--- src/rtl/song_sequencer.sv ---
// Rhythm-game song sequencer: silent count-in, timed note slots, and hit/miss
// judgement of fret-button presses against the current note pattern.
module song_sequencer #(
  parameter int NOTE_TICKS  = 25_000_000,
  parameter int SONG_LEN    = 100,
  parameter int COUNT_BEATS = 3
) (
  input  logic       clk,
  input  logic       rst_n,
  input  logic       start,
  input  logic       pause,
  input  logic       button_in,
  input  logic [4:0] songD,
  output logic [6:0] songDataPos,
  output logic       songplay_en,
  output logic       hit,
  output logic       miss,
  output logic [2:0] state,
  output logic       done
);

  localparam int TW = (NOTE_TICKS > 1) ? $clog2(NOTE_TICKS) : 1;
  localparam int BW = $clog2(COUNT_BEATS + 1);
  localparam logic [TW-1:0] TICK_LAST = TW'(NOTE_TICKS - 1);
  localparam logic [BW-1:0] BEAT_LAST = BW'(COUNT_BEATS - 1);
  localparam logic [6:0]    POS_LAST  = 7'(SONG_LEN - 1);

  typedef enum logic [2:0] {
    S_IDLE    = 3'd0,
    S_COUNTIN = 3'd1,
    S_PLAY    = 3'd2,
    S_PAUSED  = 3'd3,
    S_DONE    = 3'd4
  } state_t;

  state_t        r_state, w_state_nxt;
  logic [TW-1:0] r_tick, w_tick_nxt;
  logic [BW-1:0] r_beat, w_beat_nxt;
  logic [6:0]    r_pos, w_pos_nxt;
  logic          r_judged, w_judged_nxt;
  logic          r_btn_prev;
  logic          r_hit, r_miss, r_play_en, r_done;

  logic w_press, w_wrap, w_hit_nxt, w_miss_nxt;

  assign w_press = button_in & ~r_btn_prev;
  assign w_wrap  = (r_tick == TICK_LAST);

  // Tick 0 is skipped because songD still reflects the previous slot then.
  assign w_hit_nxt  = (r_state == S_PLAY) && (r_tick != '0) && (songD != '0)
                      && !r_judged && w_press;
  // A slot only ends when the wrap actually advances (a pause on the wrap
  // cycle defers it until resume).
  assign w_miss_nxt = (r_state == S_PLAY) && !pause && w_wrap && (songD != '0)
                      && !r_judged && !w_hit_nxt;

  always_comb begin
    w_state_nxt  = r_state;
    w_tick_nxt   = r_tick;
    w_beat_nxt   = r_beat;
    w_pos_nxt    = r_pos;
    w_judged_nxt = r_judged | w_hit_nxt;
    case (r_state)
      S_IDLE, S_DONE: begin
        if (start) begin
          w_state_nxt  = S_COUNTIN;
          w_tick_nxt   = '0;
          w_beat_nxt   = '0;
          w_pos_nxt    = '0;
          w_judged_nxt = 1'b0;
        end
      end
      S_COUNTIN: begin
        if (w_wrap) begin
          w_tick_nxt = '0;
          if (r_beat == BEAT_LAST) begin
            w_state_nxt = S_PLAY;
            w_beat_nxt  = '0;
            w_pos_nxt   = '0;
          end else begin
            w_beat_nxt = r_beat + 1'b1;
          end
        end else begin
          w_tick_nxt = r_tick + 1'b1;
        end
      end
      S_PLAY: begin
        if (pause) begin
          w_state_nxt = S_PAUSED;
        end else if (w_wrap) begin
          w_tick_nxt   = '0;
          w_judged_nxt = 1'b0;
          if (r_pos == POS_LAST) w_state_nxt = S_DONE;
          else                   w_pos_nxt   = r_pos + 1'b1;
        end else begin
          w_tick_nxt = r_tick + 1'b1;
        end
      end
      S_PAUSED: begin
        if (pause) w_state_nxt = S_PLAY;
      end
      default: begin
        w_state_nxt  = S_IDLE;
        w_tick_nxt   = '0;
        w_beat_nxt   = '0;
        w_pos_nxt    = '0;
        w_judged_nxt = 1'b0;
      end
    endcase
  end

  always_ff @(posedge clk or negedge rst_n) begin
    if (!rst_n) begin
      r_state    <= S_IDLE;
      r_tick     <= '0;
      r_beat     <= '0;
      r_pos      <= '0;
      r_judged   <= 1'b0;
      r_btn_prev <= 1'b0;
      r_hit      <= 1'b0;
      r_miss     <= 1'b0;
      r_play_en  <= 1'b0;
      r_done     <= 1'b0;
    end else begin
      r_state    <= w_state_nxt;
      r_tick     <= w_tick_nxt;
      r_beat     <= w_beat_nxt;
      r_pos      <= w_pos_nxt;
      r_judged   <= w_judged_nxt;
      r_btn_prev <= button_in;
      r_hit      <= w_hit_nxt;
      r_miss     <= w_miss_nxt;
      r_play_en  <= (w_state_nxt == S_PLAY);
      r_done     <= (w_state_nxt == S_DONE);
    end
  end

  assign songDataPos = r_pos;
  assign songplay_en = r_play_en;
  assign hit         = r_hit;
  assign miss        = r_miss;
  assign state       = r_state;
  assign done        = r_done;

endmodule
--- config.mk ---
export PLATFORM = sky130hd
export DESIGN_NAME = song_sequencer
export DESIGN_NICKNAME = d
export VERILOG_FILES = /design/src/rtl/song_sequencer.sv
export SDC_FILE = /design/constraint.sdc
export NUM_CORES = 1
export LEC_CHECK = 0
export BUFFER_PORTS_ARGS = -buffer_cell sky130_fd_sc_hd__buf_2
export CAP_MARGIN = 10
export CORE_ASPECT_RATIO = 0.9
export CORE_MARGIN = 1
export CORE_UTILIZATION = 40
export CTS_CLUSTER_DIAMETER = 120
export CTS_CLUSTER_SIZE = 16
export DETAILED_ROUTE_END_ITERATION = 8
export PLACE_DENSITY = 0.57
export SLEW_MARGIN = 0
export SYNTH_ARGS = -nofsm -noshare
export SYNTH_HDL_FRONTEND = slang
export SYNTH_SLANG_ARGS = --single-unit
--- constraint.sdc ---
create_clock -name clk -period 3 [get_ports clk]
set_input_delay 0.6 -clock clk [delete_from_list [all_inputs] [get_ports clk]]
set_output_delay 0.6 -clock clk [all_outputs]
set_load 0.02 [all_outputs]
==> out/qor.yml, run 1 <==
outcome: "finished, final reports clean"
setup_tns_ns: 0
cap_violations: 0
final_common_cell: "dfrtp_1"
initial_core_util_pct: 43.01
critPathRequiredTime_ns: 3.22
netlist_area_um2: 2327
p_per_area_nw_per_um2: 689.3
holdCritPathClass: "in2reg"
drc: 0
synth_simple_gate_area_share_pct: 29.14
fp.dieW_um: 82.40
worst_slack_ns: 0.4860
rows: 25
slew_viol_final: 0
ys_seq_area_share_pct: 46.24
syn_inst: 248
fin_crit_sh_pct: 83.80
post_cts_buffers: 0
via_per_inst: 5.541
coreArea_um2: 5411
track_usage_pct: 17.72
initialDrtViolationCount: 89
path_class: "reg2reg"
clkTransAtPathRegs_ns: 0.08
antenna_found_initial: 0
nets: 284
synth-xor-area-share_pct: 6.398
irDropWorstVdd_mv: 0.3418
die-area_um2: 6127
die_height_um: 74.36
synth_ff_type: "dfrtp_1"
area_growth_pct: 11.08
cts_tree: "done"
postRouteAntennaNets: 0
syn_area_per_cell_um2: 9.384
ctsResizeCount: 0
async_flop_share_pct: 100.0
globalplace.congestion: 0.8059
cp-end-kind: "flip-flop"
root_buffer: "clkbuf_8"
max_slew_margin_pct: 36.76
fin_util_pct: 47.77
fin_crit_ns: 2.514
rsz0062_at_grt: "no"
ys_top_cells_by_area: "dfrtp_1, xor2_1, nor2_1"
synth_compound_area_share_pct: 12.31
grt-ovfl-total: 0
synth_top_area_share_pct: 46.24
worst_skew_pair.late_latency_ns: 0.29
tightestPinTransition_ns: 0.9485
leakage_nw: 1.174
yosysWarnings: 0
grt_pass1_vias: 1649
vias: 1873
dr.pass1.iters: 4
io_buffers: 23
grt_max_degree: 44
cp-start-kind: "flip-flop"
finalClockSkew_ns: 0.005503
synth_top_family_by_area: "simple AND/OR/NAND/NOR gates"
drive_gt1_share_pct: 16.97
ios: 24
setup_viol: 0
grt_first_pass_wirelength_mm: 7.962
cts_hold_buf: 0
synth.area.mux_share_pct: 0.9677
cts_max_level: 2
dp_hpwl_mm: 3.625
crit_fanout: 12
wirelength_mm: 4.989
synth_seq_cells: 43
antennaDiodeCount: 0
synth_edf_count: 0
wl_per_cell_um: 14.76
syn-num-nets: 261
synth_fa_ha_area_share_pct: 1.613
clock-sinks: 43
layout_common_cells: "dfrtp_1, nor2_1, nand2_1"
fmaxAchievable_mhz: 397.8
cts_max_path_buffers: 2
cts_buffers: 5
ys_types: 48
hold_viol: 0
pre_cts_ws_ns: 0.4946
crit_arrival_ns: 2.74
yosysTopAreaCell: "dfrtp_1"
where the power goes:
part	switching, mW	internal [mW]	total [mW]
clock	0.189	0.181	0.370
sequential	0.0801	0.646	0.726
combinational	0.442	0.244	0.686
final cells by class:
class,count,area [um2]
Inverter,5,18.77
Tap cell,67,83.83
Clock inverter,1,5.005
Timing Repair Buffer,27,145.1
Multi-Input combinational cell,189,1174
Sequential cell,43,1076
Fill cell,527,2826
Clock buffer,6,82.58
cell usage after synthesis (all sizes together) (6+ instances only):
cell type,instances
nor4,8
o21ai,16
o31ai,6
nand4,10
dfrtp,43
nand2,24
and4,6
nand3,10
or3,9
nor2,26
clkbuf,6
a21oi,12
xor2,12
state kept, by name, indices dropped and copies added, names as in the netlist:
| signal | flops |
|---|---|
| done | 1 |
| songplay_en | 1 |
| r_btn_prev | 1 |
| r_tick | 25 |
| miss | 1 |
| r_beat | 2 |
| r_judged | 1 |
| hit | 1 |
| state | 3 |
| songDataPos | 7 |
kinds of logic after synthesis:
group / count (synthesis)
AO/OA/AOI/OAI: 47
XOR/XNOR: 17
adder cells (fa/ha/maj): 3
buffers and inverters: 16
flip-flops: 43
multiplexers: 2
AND/OR/NAND/NOR: 120
worst max-delay path, cell delays in order (launching register included):
cell      delay [ns]
dfrtp_1         0.47
nor4_1          0.40
nand2_1         0.23
nor4b_4         0.38
o211ai_2        0.25
or4_1           0.56
a21boi_1        0.14
metal layers:
layer  GRT usage, %  share of wire [%]
met1          26.18                 52
met2          25.71                 43
met3          3.681                3.0
met4          5.848                1.3
met5              0                  0
per-stage QoR:
stage               hold slack [ns]  instances  instance area [um2]  power, mW
floorplan                    0.3044        248                 2327      1.197
global placement             0.4431        331                 2497      1.420
detailed placement           0.4279        331                 2497      1.423
CTS                          0.4171        338                 2585      1.793
global route                 0.4134        338                 2585      1.914
finish                       0.4241        338                 2585      1.782
final timing paths:
path | startpoint | endpoint | slack (ns) | cells past startpoint
worst max-delay path | r_tick[17] | songDataPos[5] | 0.49 | 6
worst min-delay path | button_in | r_btn_prev | 0.42 | 1
worst max register to register | r_tick[17] | songDataPos[5] | 0.49 | 6
worst min register to register | r_btn_prev | hit | 0.45 | 1
max in group asynchronous | rst_n | state[2] | 1.96 | 1
min in group asynchronous | rst_n | r_tick[18] | 0.45 | 1
Note: power is estimated with default switching activity, not from simulation.
==> run 2, diff against run 1 <==
==> constraint.sdc (replaced) <==
create_clock -name clk -period 2.5 [get_ports clk]
set_input_delay 0.5 -clock clk [delete_from_list [all_inputs] [get_ports clk]]
set_output_delay 0.5 -clock clk [all_outputs]
set_load 0.02 [all_outputs]
==> out/qor.yml, run 2 (same netlist as run 1, synthesis figures left out) <==
outcome: "finished, final reports clean"  # unchanged
clkTransAtPathRegs_ns: 0.08  # about the same
setup_viol: 0  # unchanged
crit_fanout: 8  # was 12
fin_crit_sh_pct: 92.12  # was 83.80%
globalplace.congestion: 0.8255  # was 0.8059
path_class: "reg2reg"  # unchanged
root_buffer: "clkbuf_8"  # unchanged
die_height_um: 74.36  # unchanged
track_usage_pct: 19.31  # was 17.72%
wirelength_mm: 5.167  # was 4.989 mm
crit_buf_inv: 1  # was 0
vias: 1889  # was 1873
cpMaxStageDelayCell: "dfrtp_1"  # was or4_1
drc: 0  # unchanged
via_per_inst: 5.475  # was 5.541
holdCritPathClass: "in2async"  # was in2reg
fmaxAchievable_mhz: 434.2  # was 397.8 MHz
fp.dieW_um: 82.40  # unchanged
dr.pass1.iters: 4  # unchanged
cts_tree: "done"  # unchanged
post_cts_buffers: 0  # unchanged
path_delay_family: "simple AND/OR/NAND/NOR gates"  # unchanged
cts_max_path_buffers: 2  # unchanged
largest_reg_flops: 25  # unchanged
instances_no_fill: 345  # was 338
initialDrtViolationCount: 114  # was 89
coreArea_um2: 5411  # unchanged
layout_common_cells: "dfrtp_1, nor2_1, nand2_1"  # unchanged
max_slew_margin_pct: 62.50  # was 36.76%
die-area_um2: 6127  # unchanged
dp_hpwl_mm: 3.693  # was 3.625 mm
dpl.cell_count: 339  # was 331
slew_viol_final: 0  # unchanged
grt_pass1_vias: 1684  # was 1649
power_mw: 2.150  # was 1.782 mW
cp-end-kind: "flip-flop"  # unchanged
hold_viol: 0  # unchanged
worst_slack_ns: 0.1970  # was 0.4860 ns
cts_buffers: 5  # unchanged
path_cells: "nor4_2 > nand2_1 > nor4b_4 > o211ai_2 > buf_4 > or3_1 > a21boi_1"  # was nor4_1 > nand2_1 > nor4b_4 > o211ai_2 > or4_1 > a21boi_1
final_common_cell: "dfrtp_1"  # unchanged
finalClockSkew_ns: 0.003972  # was 0.005503 ns
grt_first_pass_wirelength_mm: 8.618  # was 7.962 mm
irDropWorstVdd_mv: 0.4406  # was 0.3418 mV
leakage_nw: 1.212  # was 1.174 nW
fin_util_pct: 48.99  # was 47.77%
worst_skew_pair.late_latency_ns: 0.30  # was 0.29 ns
max_stage_delay_ns: 0.44  # was 0.56 ns
setup_tns_ns: 0  # unchanged
clock-sinks: 43  # unchanged
crit_arrival_ns: 2.53  # was 2.74 ns
rsz0062_at_grt: "no"  # unchanged
tightestPinTransition_ns: 0.5624  # was 0.9485 ns
nets: 292  # was 284
initial_core_util_pct: 43.01  # unchanged
top_register: "r_tick"  # unchanged
ctsResizeCount: 0  # unchanged
p_per_area_nw_per_um2: 811.0  # was 689.3 nW/um2
wl_per_cell_um: 14.98  # was 14.76 um
antennaDiodeCount: 0  # unchanged
cap_violations: 0  # unchanged
grt_max_degree: 44  # unchanged
cts_max_level: 2  # unchanged
area_growth_pct: 13.92  # was 11.08%
antenna_found_initial: 0  # unchanged
drive_gt1_share_pct: 19.42  # was 16.97%
grt-ovfl-total: 0  # unchanged
critPathRequiredTime_ns: 2.73  # was 3.22 ns
pre_cts_ws_ns: 0.09269  # was 0.4946 ns
cts_hold_buf: 0  # unchanged
io_buffers: 23  # unchanged
fin_crit_ns: 2.303  # was 2.514 ns
rows: 25  # unchanged
ios: 24  # unchanged
postRouteAntennaNets: 0  # unchanged
cp-start-kind: "flip-flop"  # unchanged
==> run 2: changes by cell type in the layout (fill, tap and decap cells not counted) <==
| cell | before | now |
|---|---|---|
| clkinv_2 | 1 | 0 |
| buf_4 | 4 | 12 |
| nor4_1 | 8 | 6 |
| nor4_4 | 0 | 1 |
| nor4_2 | 0 | 1 |
| clkbuf_1 | 0 | 1 |
| clkbuf_8 | 6 | 5 |
==> run 2: final cells by class <==
cell class / instances / area, um2
inverters: 5 / 18.77
repair buffers: 35 / 205.2
flip-flops and latches: 43 / 1076
multi-input cells: 189 / 1195
well taps: 67 / 83.83
clock buffers: 6 / 72.57
fillers: 495 / 2760
==> run 2: final timing paths <==
kind,start,endpoint,slack (ns),depth (start not counted)
hold reg to reg,r_btn_prev,hit,0.45,1
setup reg to reg,r_tick[10],songDataPos[3],0.20,7
max in group asynchronous,rst_n,songplay_en,1.85,2
min in group clk,button_in,r_btn_prev,0.32,1
setup / recovery,r_tick[10],songDataPos[3],0.20,7
hold / removal,rst_n,r_tick[19],0.27,2
==> run 2: where the power goes <==
part           internal (mW)  switching [mW]
clock network          0.187           0.235
registers              0.775          0.0897
logic                  0.329           0.535
==> run 2: routing by layer <==
layer / vias to the layer above / track usage [%] / share of wire, %
met2: 29 / 25.53 / 42
met1: 896 / 30.05 / 53
met4: 0 / 5.848 / 1.3
li1: 958 / - / -
met3: 6 / 5.153 / 3.9
met5: - / 0 / 0
==> run 2: stage by stage <==
stage / hold WS, ns / area (um2)
floorplan: 0.2044 / 2327
global placement: 0.4384 / 2557
detailed placement: 0.4361 / 2557
CTS: 0.2936 / 2630
global route: 0.3147 / 2651
finish: 0.2709 / 2651
==> run 3, diff against run 2 <==
==> constraint.sdc (replaced) <==
create_clock -name clk -period 2.5 [get_ports clk]
set_input_delay 0.125 -clock clk [delete_from_list [all_inputs] [get_ports clk]]
set_output_delay 0.125 -clock clk [all_outputs]
set_load 0.02 [all_outputs]
==> out/qor.yml, run 3 (same netlist as run 1, synthesis figures left out) <==
critPathRequiredTime_ns: 2.73  # about the same
via_per_inst: 5.598  # was 5.475
post_cts_buffers: 0  # unchanged
cp-end-kind: "flip-flop"  # unchanged
die-area_um2: 6127  # unchanged
holdWs_ns: -0.01856  # was 0.2709 ns
largest_reg_flops: 25  # unchanged
final_cell_area_um2: 2691  # was 2651 um2
max_stage_delay_ns: 0.43  # was 0.44 ns
globalplace.congestion: 0.8050  # was 0.8255
tightestPinTransition_ns: 0.9594  # was 0.5624 ns
cpMaxStageDelayCell: "dfrtp_1"  # unchanged
nets: 293  # was 292
slew_viol_final: 0  # unchanged
setup_tns_ns: 0  # unchanged
antenna_found_initial: 0  # unchanged
crit_arrival_ns: 2.52  # was 2.53 ns
cts_tree: "done"  # unchanged
finalClockSkew_ns: 0.006304  # was 0.003972 ns
grtUsageMet2_pct: 28.10  # was 25.53%
grt-ovfl-total: 0  # unchanged
grt_pass1_vias: 1833  # was 1684
setup_viol: 0  # unchanged
initialDrtViolationCount: 104  # was 114
drive_gt1_share_pct: 19.93  # was 19.42%
path_delay_family: "simple AND/OR/NAND/NOR gates"  # unchanged
fin_crit_sh_pct: 91.87  # was 92.12%
clock-sinks: 43  # unchanged
rsz0062_at_grt: "no"  # unchanged
hold_viol: 43  # was 0
dp_hpwl_mm: 3.726  # was 3.693 mm
postRouteAntennaNets: 0  # unchanged
clkTransAtPathRegs_ns: 0.08  # about the same
irDropWorstVdd_mv: 0.5808  # was 0.4406 mV
ios: 24  # unchanged
worst_skew_pair.late_latency_ns: 0.29  # was 0.30 ns
crit_buf_inv: 1  # unchanged
outcome: "finished with violations"  # was finished, final reports clean
dr.pass1.iters: 4  # unchanged
cp-start-kind: "flip-flop"  # unchanged
top_register: "r_tick"  # unchanged
area_growth_pct: 15.65  # was 13.92%
grt_first_pass_wirelength_mm: 8.756  # was 8.618 mm
coreArea_um2: 5411  # unchanged
place_area_um2: 2557  # unchanged
fin_crit_ns: 2.297  # was 2.303 ns
grt.busiest_layer: "met2"  # was met1
path_class: "reg2reg"  # unchanged
p_per_area_nw_per_um2: 844.4  # was 811.0 nW/um2
antennaDiodeCount: 0  # unchanged
drc: 0  # unchanged
max_slew_margin_pct: 36.04  # was 62.50%
holdCritPathClass: "in2async"  # unchanged
r2r_start: "r_tick[10]"  # unchanged
die_height_um: 74.36  # unchanged
violations: "negative hold slack"
cts_max_path_buffers: 2  # unchanged
initial_core_util_pct: 43.01  # unchanged
cts_buffers: 5  # unchanged
grt_max_degree: 44  # unchanged
final_common_cell: "dfrtp_1"  # unchanged
cap_violations: 0  # unchanged
wirelength_mm: 5.083  # was 5.167 mm
io_buffers: 23  # unchanged
fp.dieW_um: 82.40  # unchanged
root_buffer: "clkbuf_8"  # unchanged
critPathLaunch: "r_tick[10]"  # unchanged
met3_usage_pct: 3.681  # was 5.153%
grt_use_met1_pct: 27.98  # was 30.05%
path_cells: "nor4_1 > nand2_1 > nor4b_4 > o211ai_2 > buf_4 > or3_1 > a21boi_1"  # was nor4_2 > nand2_1 > nor4b_4 > o211ai_2 > buf_4 > or3_1 > a21boi_1
crit_fanout: 8  # unchanged
vias: 1948  # was 1889
fmaxAchievable_mhz: 435.4  # was 434.2 MHz
rows: 25  # unchanged
leakage_nw: 1.234  # was 1.212 nW
cts_max_level: 2  # unchanged
wl_per_cell_um: 14.61  # was 14.98 um
track_usage_pct: 18.92  # was 19.31%
layout_common_cells: "dfrtp_1, nor2_1, nand2_1"  # unchanged
[run 3: cell count changes in the layout (fill, tap and decap cells not counted), sizes merged]
cell | before | now
clkinv | 0 | 1
bufinv | 0 | 1
dlygate4sd3 | 0 | 1
[run 3: worst register-to-register path, stage by stage (launching register included)]
cell	delay, ns
dfrtp_1	0.43
nor4_1	0.39
nand2_1	0.18
nor4b_4	0.37
o211ai_2	0.18
buf_4	0.21
or3_1	0.34
a21boi_1	0.14
[run 3: path summary, 6_finish.rpt]
path	cells past startpoint	to	slack, ns
min in group clk	2	miss	0.08
worst min-delay path	1	r_tick[4]	-0.02
worst min register to register	1	hit	0.46
max in group asynchronous	1	r_tick[6]	1.93
worst max-delay path	7	songDataPos[3]	0.20
worst max register to register	7	songDataPos[3]	0.20
[run 3: per-layer routing]
metal,share of wire (%),wire length [um]
met4,1.0,51
met1,51,2613
met3,2.7,138
met2,45,2279
met5,0,0
[run 3: cell type report]
cell class	instances	area [um2]
well taps	67	83.83
inverters	5	18.77
flip-flops and latches	43	1076
clock inverters	2	35.03
multi-input cells	189	1180
fillers	513	2720
clock buffers	6	82.58
repair buffers	36	215.2
[run 3: what timing repair did]
item	CTS	global route
hold endpoints to repair	1	0
gates resized for setup	0	1
endpoints found under the setup margin	0	5
hold buffers	1	0
[run 3: power by group]
group / switching (mW) / internal [mW] / leakage, nW
Clock: 0.237 / 0.323 / 0.0612
Combinational: 0.527 / 0.315 / 0.585
Sequential: 0.0959 / 0.774 / 0.587
[run 3: stage by stage]
| stage | instances | power (mW) | worst slack, ns | utilization, % |
|---|---|---|---|---|
| 2_1_floorplan | 248 | 1.436 | 0.4046 | - |
| 3_3_place_gp | 339 | 1.723 | 0.1829 | 47.26 |
| 3_5_place_dp | 339 | 1.730 | 0.1419 | 47.26 |
| 4_1_cts | 348 | 2.301 | 0.1130 | 49.62 |
| 5_1_grt | 348 | 2.443 | 0.07577 | 49.73 |
| 6_report | 348 | 2.273 | 0.2034 | 49.73 |
